File: src/rtl/hdb3_seq_pkg.sv
// Shared types and constants for the HDB3 test-pattern sequencer.
package hdb3_seq_pkg;

  typedef enum logic [1:0] {IDLE, LOAD, SHIFT, DONE} state_e;

  localparam int unsigned PAT_W_DEF = 33;
  localparam logic [32:0] PAT0_DEF  = 33'h1_1C03_0C21;
  localparam logic [32:0] PAT1_DEF  = 33'h0_0000_0000;
  localparam logic [32:0] PAT2_DEF  = 33'h1_FFFF_FFFF;
  localparam logic [32:0] PAT3_DEF  = 33'h0_AAAA_AAAA;

  // PRBS-7, x^7 + x^6 + 1: feedback is the XOR of the two oldest stages
  localparam int unsigned PRBS_W     = 7;
  localparam logic [6:0]  PRBS7_SEED = 7'h7F;
  localparam logic [6:0]  PRBS7_TAPS = 7'b110_0000;

endpackage

File: src/rtl/hdb3_prbs7.sv
// PRBS-7 Fibonacci LFSR; the output is the MSB, reseeded by load and stepped by enable.
module hdb3_prbs7
  import hdb3_seq_pkg::*;
(
  input  logic              clk,
  input  logic              rst,
  input  logic              enable,
  input  logic              load,
  input  logic [PRBS_W-1:0] seed,
  output logic              prbs_bit
);

  logic [PRBS_W-1:0] lfsr_q, lfsr_d;

  always_comb begin
    lfsr_d = lfsr_q;
    if (load) begin
      lfsr_d = seed;
    end else if (enable) begin
      lfsr_d = {lfsr_q[PRBS_W-2:0], ^(lfsr_q & PRBS7_TAPS)};
    end
  end

  always_ff @(posedge clk or posedge rst) begin
    if (rst) lfsr_q <= '0;
    else     lfsr_q <= lfsr_d;
  end

  assign prbs_bit = lfsr_q[PRBS_W-1];

endmodule

File: src/rtl/hdb3_pattern_sequencer.sv
// Serial test-frame sequencer feeding the HDB3 encoder: stored pattern, LSB-first, N or endless frames.
// Build option HDB3_SEQ_PRBS_EN replaces pattern 3 with a PRBS-7 stream.
module hdb3_pattern_sequencer
  import hdb3_seq_pkg::*;
#(
  parameter int unsigned      PAT_W = PAT_W_DEF,
  parameter logic [PAT_W-1:0] PAT0  = PAT_W'(PAT0_DEF),
  parameter logic [PAT_W-1:0] PAT1  = PAT_W'(PAT1_DEF),
  parameter logic [PAT_W-1:0] PAT2  = PAT_W'(PAT2_DEF),
  parameter logic [PAT_W-1:0] PAT3  = PAT_W'(PAT3_DEF)
) (
  input  logic       clk,
  input  logic       rst,
  input  logic       start,
  input  logic       stop,
  input  logic [1:0] pat_sel,
  input  logic [7:0] rep_count,
  output logic       bit_out,
  output logic       bit_valid,
  output logic       frame_start,
  output logic       busy,
  output logic       done
);

  localparam int unsigned      IDX_W    = $clog2(PAT_W);
  localparam logic [IDX_W-1:0] IDX_LAST = IDX_W'(PAT_W - 1);

  state_e           state_q, state_d;
  logic [PAT_W-1:0] pat_q, pat_d;
  logic [IDX_W-1:0] idx_q, idx_d;
  logic [7:0]       reps_q, reps_d;
  logic [7:0]       rep_q, rep_d;
  logic [1:0]       sel_q, sel_d;
  logic             stop_pend_q, stop_pend_d;
  logic             bit_out_q, bit_out_d;
  logic             bit_valid_q, bit_valid_d;
  logic             frame_start_q, frame_start_d;
  logic             busy_q, busy_d;
  logic             done_q, done_d;

`ifdef HDB3_SEQ_PRBS_EN
  logic prbs_en_c, prbs_load_c, prbs_bit;

  hdb3_prbs7 u_prbs7 (
    .clk      (clk),
    .rst      (rst),
    .enable   (prbs_en_c),
    .load     (prbs_load_c),
    .seed     (PRBS7_SEED),
    .prbs_bit (prbs_bit)
  );
`endif

  always_comb begin
    state_d       = state_q;
    pat_d         = pat_q;
    idx_d         = idx_q;
    reps_d        = reps_q;
    rep_d         = rep_q;
    sel_d         = sel_q;
    stop_pend_d   = stop_pend_q;
    bit_out_d     = 1'b0;
    bit_valid_d   = 1'b0;
    frame_start_d = 1'b0;
    done_d        = 1'b0;
`ifdef HDB3_SEQ_PRBS_EN
    prbs_en_c     = 1'b0;
    prbs_load_c   = 1'b0;
`endif

    case (state_q)
      IDLE: begin
        if (start && !stop) begin
          sel_d   = pat_sel;
          rep_d   = rep_count;
          state_d = LOAD;
        end
      end

      LOAD: begin
        case (sel_q)
          2'd0:    pat_d = PAT0;
          2'd1:    pat_d = PAT1;
          2'd2:    pat_d = PAT2;
          default: pat_d = PAT3;
        endcase
        idx_d       = '0;
        reps_d      = rep_q;
        stop_pend_d = 1'b0;
`ifdef HDB3_SEQ_PRBS_EN
        prbs_load_c = 1'b1;
`endif
        state_d     = SHIFT;
      end

      SHIFT: begin
        // Rotating the pattern register presents pat[idx] at bit 0 and restores it every frame
        bit_out_d     = pat_q[0];
        pat_d         = {pat_q[0], pat_q[PAT_W-1:1]};
        bit_valid_d   = 1'b1;
        frame_start_d = (idx_q == '0);
`ifdef HDB3_SEQ_PRBS_EN
        if (sel_q == 2'd3) begin
          bit_out_d = prbs_bit;
          prbs_en_c = 1'b1;
        end
`endif
        if (stop) stop_pend_d = 1'b1;
        if (idx_q == IDX_LAST) begin
          idx_d = '0;
          if (stop_pend_q || stop || (rep_q != 8'd0 && reps_q == 8'd1)) begin
            state_d = DONE;
          end else if (rep_q != 8'd0) begin
            reps_d = reps_q - 8'd1;
          end
        end else begin
          idx_d = idx_q + IDX_W'(1);
        end
      end

      DONE: begin
        done_d      = 1'b1;
        stop_pend_d = 1'b0;
        state_d     = IDLE;
      end

      default: state_d = IDLE;
    endcase

    busy_d = (state_d == LOAD) || (state_d == SHIFT);
  end

  always_ff @(posedge clk or posedge rst) begin
    if (rst) begin
      state_q       <= IDLE;
      pat_q         <= '0;
      idx_q         <= '0;
      reps_q        <= '0;
      rep_q         <= '0;
      sel_q         <= '0;
      stop_pend_q   <= 1'b0;
      bit_out_q     <= 1'b0;
      bit_valid_q   <= 1'b0;
      frame_start_q <= 1'b0;
      busy_q        <= 1'b0;
      done_q        <= 1'b0;
    end else begin
      state_q       <= state_d;
      pat_q         <= pat_d;
      idx_q         <= idx_d;
      reps_q        <= reps_d;
      rep_q         <= rep_d;
      sel_q         <= sel_d;
      stop_pend_q   <= stop_pend_d;
      bit_out_q     <= bit_out_d;
      bit_valid_q   <= bit_valid_d;
      frame_start_q <= frame_start_d;
      busy_q        <= busy_d;
      done_q        <= done_d;
    end
  end

  assign bit_out     = bit_out_q;
  assign bit_valid   = bit_valid_q;
  assign frame_start = frame_start_q;
  assign busy        = busy_q;
  assign done        = done_q;

endmodule

File: config.mk
export PLATFORM = sky130hd
export DESIGN_NAME = hdb3_pattern_sequencer
export DESIGN_NICKNAME = d
export VERILOG_FILES = /design/src/rtl/hdb3_seq_pkg.sv /design/src/rtl/hdb3_prbs7.sv /design/src/rtl/hdb3_pattern_sequencer.sv
export SDC_FILE = /design/constraint.sdc
export NUM_CORES = 1
export LEC_CHECK = 0
export BUFFER_PORTS_ARGS = -buffer_cell sky130_fd_sc_hd__buf_2
export CAP_MARGIN = 5
export CORE_MARGIN = 5
export CORE_UTILIZATION = 30
export CTS_BUF_LIST = sky130_fd_sc_hd__clkbuf_16
export CTS_CLUSTER_SIZE = 25
export DETAILED_ROUTE_END_ITERATION = 10
export SYNTH_ARGS = -nofsm -noshare
export SYNTH_HDL_FRONTEND = slang
export SYNTH_HIERARCHICAL = 1
export SYNTH_SLANG_ARGS = --single-unit
File: constraint.sdc
create_clock -name clk -period 3.15 [get_ports clk]
set_input_delay 0.4725 -clock clk [delete_from_list [all_inputs] [get_ports clk]]
set_output_delay 0.4725 -clock clk [all_outputs]
set_load 0.1 [all_outputs]
==> results_tabular.tex <==
\begin{tabular}{lr}
\hline
Metric & Value \\
\hline
\multicolumn{2}{l}{\textbf{Synthesis}} \\
\quad Most common cell in the synthesized netlist & sky130\_fd\_sc\_hd\_\_dfrtp\_1 \\
\quad Synth Flop Type & sky130\_fd\_sc\_hd\_\_dfrtp\_1 \\
\quad Mapped cell area & 0.00303 mm2 \\
\quad Synthesized instance count & roughly 310 \\
\quad Fraction of post-synthesis cell area in the top cell type by area & 53.7\% \\
\quad Share of flip-flops with an asynchronous set or reset after synthesis & 100\% \\
\quad Synthesized area divided by synthesized cell count & just under 10 um2 \\
\quad Top cell type by total area after synthesis & sky130\_fd\_sc\_hd\_\_dfrtp\_1 \\
\quad Post-synthesis register bit count & 65 \\
\quad Number of distinct library cell variants in the gate-level netlist after synthesis & 37 \\
\quad Most area-consuming cells after synthesis & sky130\_fd\_sc\_hd\_\_dfrtp\_1 (54\%), sky130\_fd\_sc\_hd\_\_a21oi\_1 (5.8\%), sky130\_fd\_sc\_hd\_\_nand3\_1 (4.6\%) \\
\quad Synthesis warning total & 6 \\
\quad Post-synth EDFFs & 0 \\
\quad Sequential share of the synthesized area & 53.7\% \\
\quad Cell types with the highest counts after synthesis & sky130\_fd\_sc\_hd\_\_dfrtp\_1 (65), sky130\_fd\_sc\_hd\_\_a21oi\_1 (35), sky130\_fd\_sc\_hd\_\_nor2\_1 (33) \\
\quad Net count after synthesis & between 300 and 400 \\
\multicolumn{2}{l}{\textbf{Critical path}} \\
\quad Endpoint kind of the worst setup timing path & flop \\
\quad Arrival time reported for the critical path endpoint & 2.60 ns \\
\quad End point of the critical path & reps\_q[5] \\
\quad Setup CP Type & reg2reg \\
\quad Worst R2R Setup Slack & 0.75 ns \\
\quad Endpoint of the worst register-to-register path & reps\_q[5] \\
\quad FF-to-FF path depth & 7 \\
\quad Worst-path maximum fanout & 6 \\
\quad CP required & roughly 3.4 ns \\
\quad Start point of the critical path & idx\_q[0] \\
\quad Setup crit start kind & flop \\
\quad Startpoint of the lowest-slack register-to-register path & idx\_q[0] \\
\multicolumn{2}{l}{\textbf{Clock network}} \\
\quad Total number of H-tree levels & 3 \\
\quad Number of buffers added by the clock tree synthesis step & 9 \\
\quad Buffer depth of the longest clock path & 2 \\
\quad Root buffer cell & sky130\_fd\_sc\_hd\_\_clkbuf\_16 \\
\quad Clock transition at the registers of the reported paths & about 0.05 ns \\
\quad CTS tree & built \\
\quad Clk sink count & 65 \\
\quad Clock latency on the worst-skew pair & 0.33 ns \\
\quad Hold-fix buffers at CTS & 0 \\
\quad Post-CTS setup buffer count & 0 \\
\quad Post-CTS Resized & 0 \\
\multicolumn{2}{l}{\textbf{Detailed routing}} \\
\quad Number of design rule violations left after detail routing & 0 \\
\quad Via Count & 2,195 \\
\quad Number of nets with antenna violations after detailed routing & 0 \\
\quad Number of vias per cell & 4.79 \\
\quad DR WL/cell & 13.3 um \\
\quad Drt initial violations & 150 \\
\quad Number of search-and-repair iterations in the first detailed-routing pass & 4 \\
\quad Post-Route WL & 6090 um \\
\multicolumn{2}{l}{\textbf{Floorplanning}} \\
\quad Std cell rows & 36 \\
\quad Die Ht & 111 um \\
\quad Count of boundary I/O pins & 19 \\
\quad Area enclosed by the die boundary & between 0.01 and 0.015 mm2 \\
\quad Die W & 111 um \\
\quad Core region area & 0.00982 mm2 \\
\quad Starting utilization of the core area & 30.9\% \\
\multicolumn{2}{l}{\textbf{STA}} \\
\quad Final critical-path setup slack & 0.750 ns \\
\quad FMAX & approximately 0.42 GHz \\
\quad Final Max Slew Viols & 0 \\
\quad Shortest clock period the worst path allows after layout & 2.40 ns \\
\quad RSZ-0062 raised after global routing & false \\
\quad Crit share post-route & 76.2\% \\
\quad Clk\_skew & between 0.008 and 0.009 ns \\
\quad Slew headroom & 55.5\% \\
\quad Worst-margin pin slew & between 0.6 and 0.7 ns \\
\quad Setup TNS & 0 ns \\
\quad WHS & between 0.2 and 0.25 ns \\
\quad Final setup fails & 0 \\
\quad Final hold violation count & 0 \\
\multicolumn{2}{l}{\textbf{Global route}} \\
\quad Pin count of the biggest net entering global routing & 50 \\
\quad Number of antenna violations at the first check in global routing & 0 \\
\quad Total gr overflow & 0 \\
\quad Gr usage total & 10.6\% \\
\quad Via count of the first global-routing pass & about 2,200 \\
\quad Global-route wire length before repair & approximately 11,000 um \\
\multicolumn{2}{l}{\textbf{Power}} \\
\quad P\_leak & 1.54 nW \\
\quad Worst supply voltage drop on vdd & 0.440 mV \\
\quad PD cells & 1160 mW/mm2 \\
\quad Final Power & between 4 and 5 mW \\
\multicolumn{2}{l}{\textbf{Final layout}} \\
\quad Final antenna diode count & 0 \\
\quad Fraction of layout cells with a size suffix above 1 & 16.3\% \\
\quad Final net count & 344 \\
\quad Layout-stage area growth over the synthesis result & 16.4\% \\
\multicolumn{2}{l}{\textbf{Run}} \\
\quad Maximum Capacitance Violations & 0 \\
\multicolumn{2}{l}{\textbf{Placed design}} \\
\quad Buffers on Ports & 18 \\
\quad Final RePlAce weighted congestion & 0.818 \\
\quad Minimum setup slack after placement & 0.755 ns \\
\quad Estimated wirelength of the detail-placed design & 3930 um \\
\multicolumn{2}{l}{\textbf{Worst hold path}} \\
\quad Worst hold-check path type & in2async \\
\multicolumn{2}{l}{\textbf{Status}} \\
\quad Outcome & finished, final reports clean \\
\hline
\end{tabular}
-- how the worst min path moves through the flow --
stage,endpoint,cells after the start,slack [ns],start
floorplan,stop_pend_q,2,0.44,stop_pend_q
global placement,stop_pend_q,2,0.46,stop_pend_q
detailed placement,stop_pend_q,2,0.48,stop_pend_q
CTS,bit_valid,3,0.23,rst
global route,idx_q[5],3,0.26,rst
finish,bit_valid,3,0.22,rst
-- cell type report --
| class | instances | area, um2 |
|---|---|---|
| clock buffer | 9 | 225 |
| sequential | 65 | 1630 |
| timing repair buffer | 23 | 128 |
| tap | 133 | 166 |
| multi-input combinational | 206 | 1270 |
| fill | 1027 | 6290 |
| clock inverter | 6 | 51.3 |
| inverter | 16 | 60.1 |
-- power by group --
part / switching [mW] / internal (mW) / total [mW]
combinational: 1.07 / 0.586 / 1.66
sequential: 0.252 / 1.24 / 1.49
clock: 0.337 / 0.596 / 0.932
total: 1.66 / 2.42 / 4.09
-- layer usage --
| metal | vias to the layer above | share of wire (%) | wire, um | track usage, % |
|---|---|---|---|---|
| met4 | 0 | 1.1 | 69 | 3.94 |
| met3 | 7 | 4.4 | 270 | 4.10 |
| met1 | 1058 | 49 | 2980 | 13.8 |
| met2 | 38 | 45 | 2770 | 16.0 |
| li1 | 1092 | - | - | - |
| met5 | - | 0 | 0 | 0 |
-- per-stage QoR --
stage	cells	util, %	cell area [um2]
floorplan	305	-	3030
global placement	443	33.1	3250
detailed placement	443	33.1	3250
CTS	458	35.9	3530
global route	458	35.9	3530
finish	458	35.9	3530
-- worst max-delay path: stages (launching register included) --
cell and delay [ns]:
sky130_fd_sc_hd__dfrtp_1 0.39, sky130_fd_sc_hd__inv_1 0.10, sky130_fd_sc_hd__ha_1 0.14, sky130_fd_sc_hd__or4b_4 0.49, sky130_fd_sc_hd__a2111oi_4 0.40, sky130_fd_sc_hd__and2_1 0.32
sky130_fd_sc_hd__a31oi_1 0.11, sky130_fd_sc_hd__or3_1 0.32
-- cells in the final DEF (no fill, tap or decap), drive strengths merged, types with 11 or more instances in the layout --
cell and instances:
inv 16, a21oi 35, mux2 12, dfrtp 65
nand3 28, buf 23, nand2b 11, o21ai 12
nand2 11, nor2 33
-- state kept, by name, indices dropped and copies added (netlist names) --
signal,flops
rep_q,8
state_q,2
reps_q,8
idx_q,6
pat_q,33
done,1
bit_valid,1
sel_q,2
frame_start,1
stop_pend_q,1
busy,1
bit_out,1
-- logic make-up after synthesis --
group,after synthesis,share of synthesized area (%)
buffers and inverters,34,4.50
adders and majority gates,9,3.71
DFF,65,53.7
xor gates and xnor gates,6,1.73
muxes,12,4.46
and+or+nand+nor,113,18.9
AOI/OAI and AO/OA,66,13.1
Power figures use the tool's default switching activity.
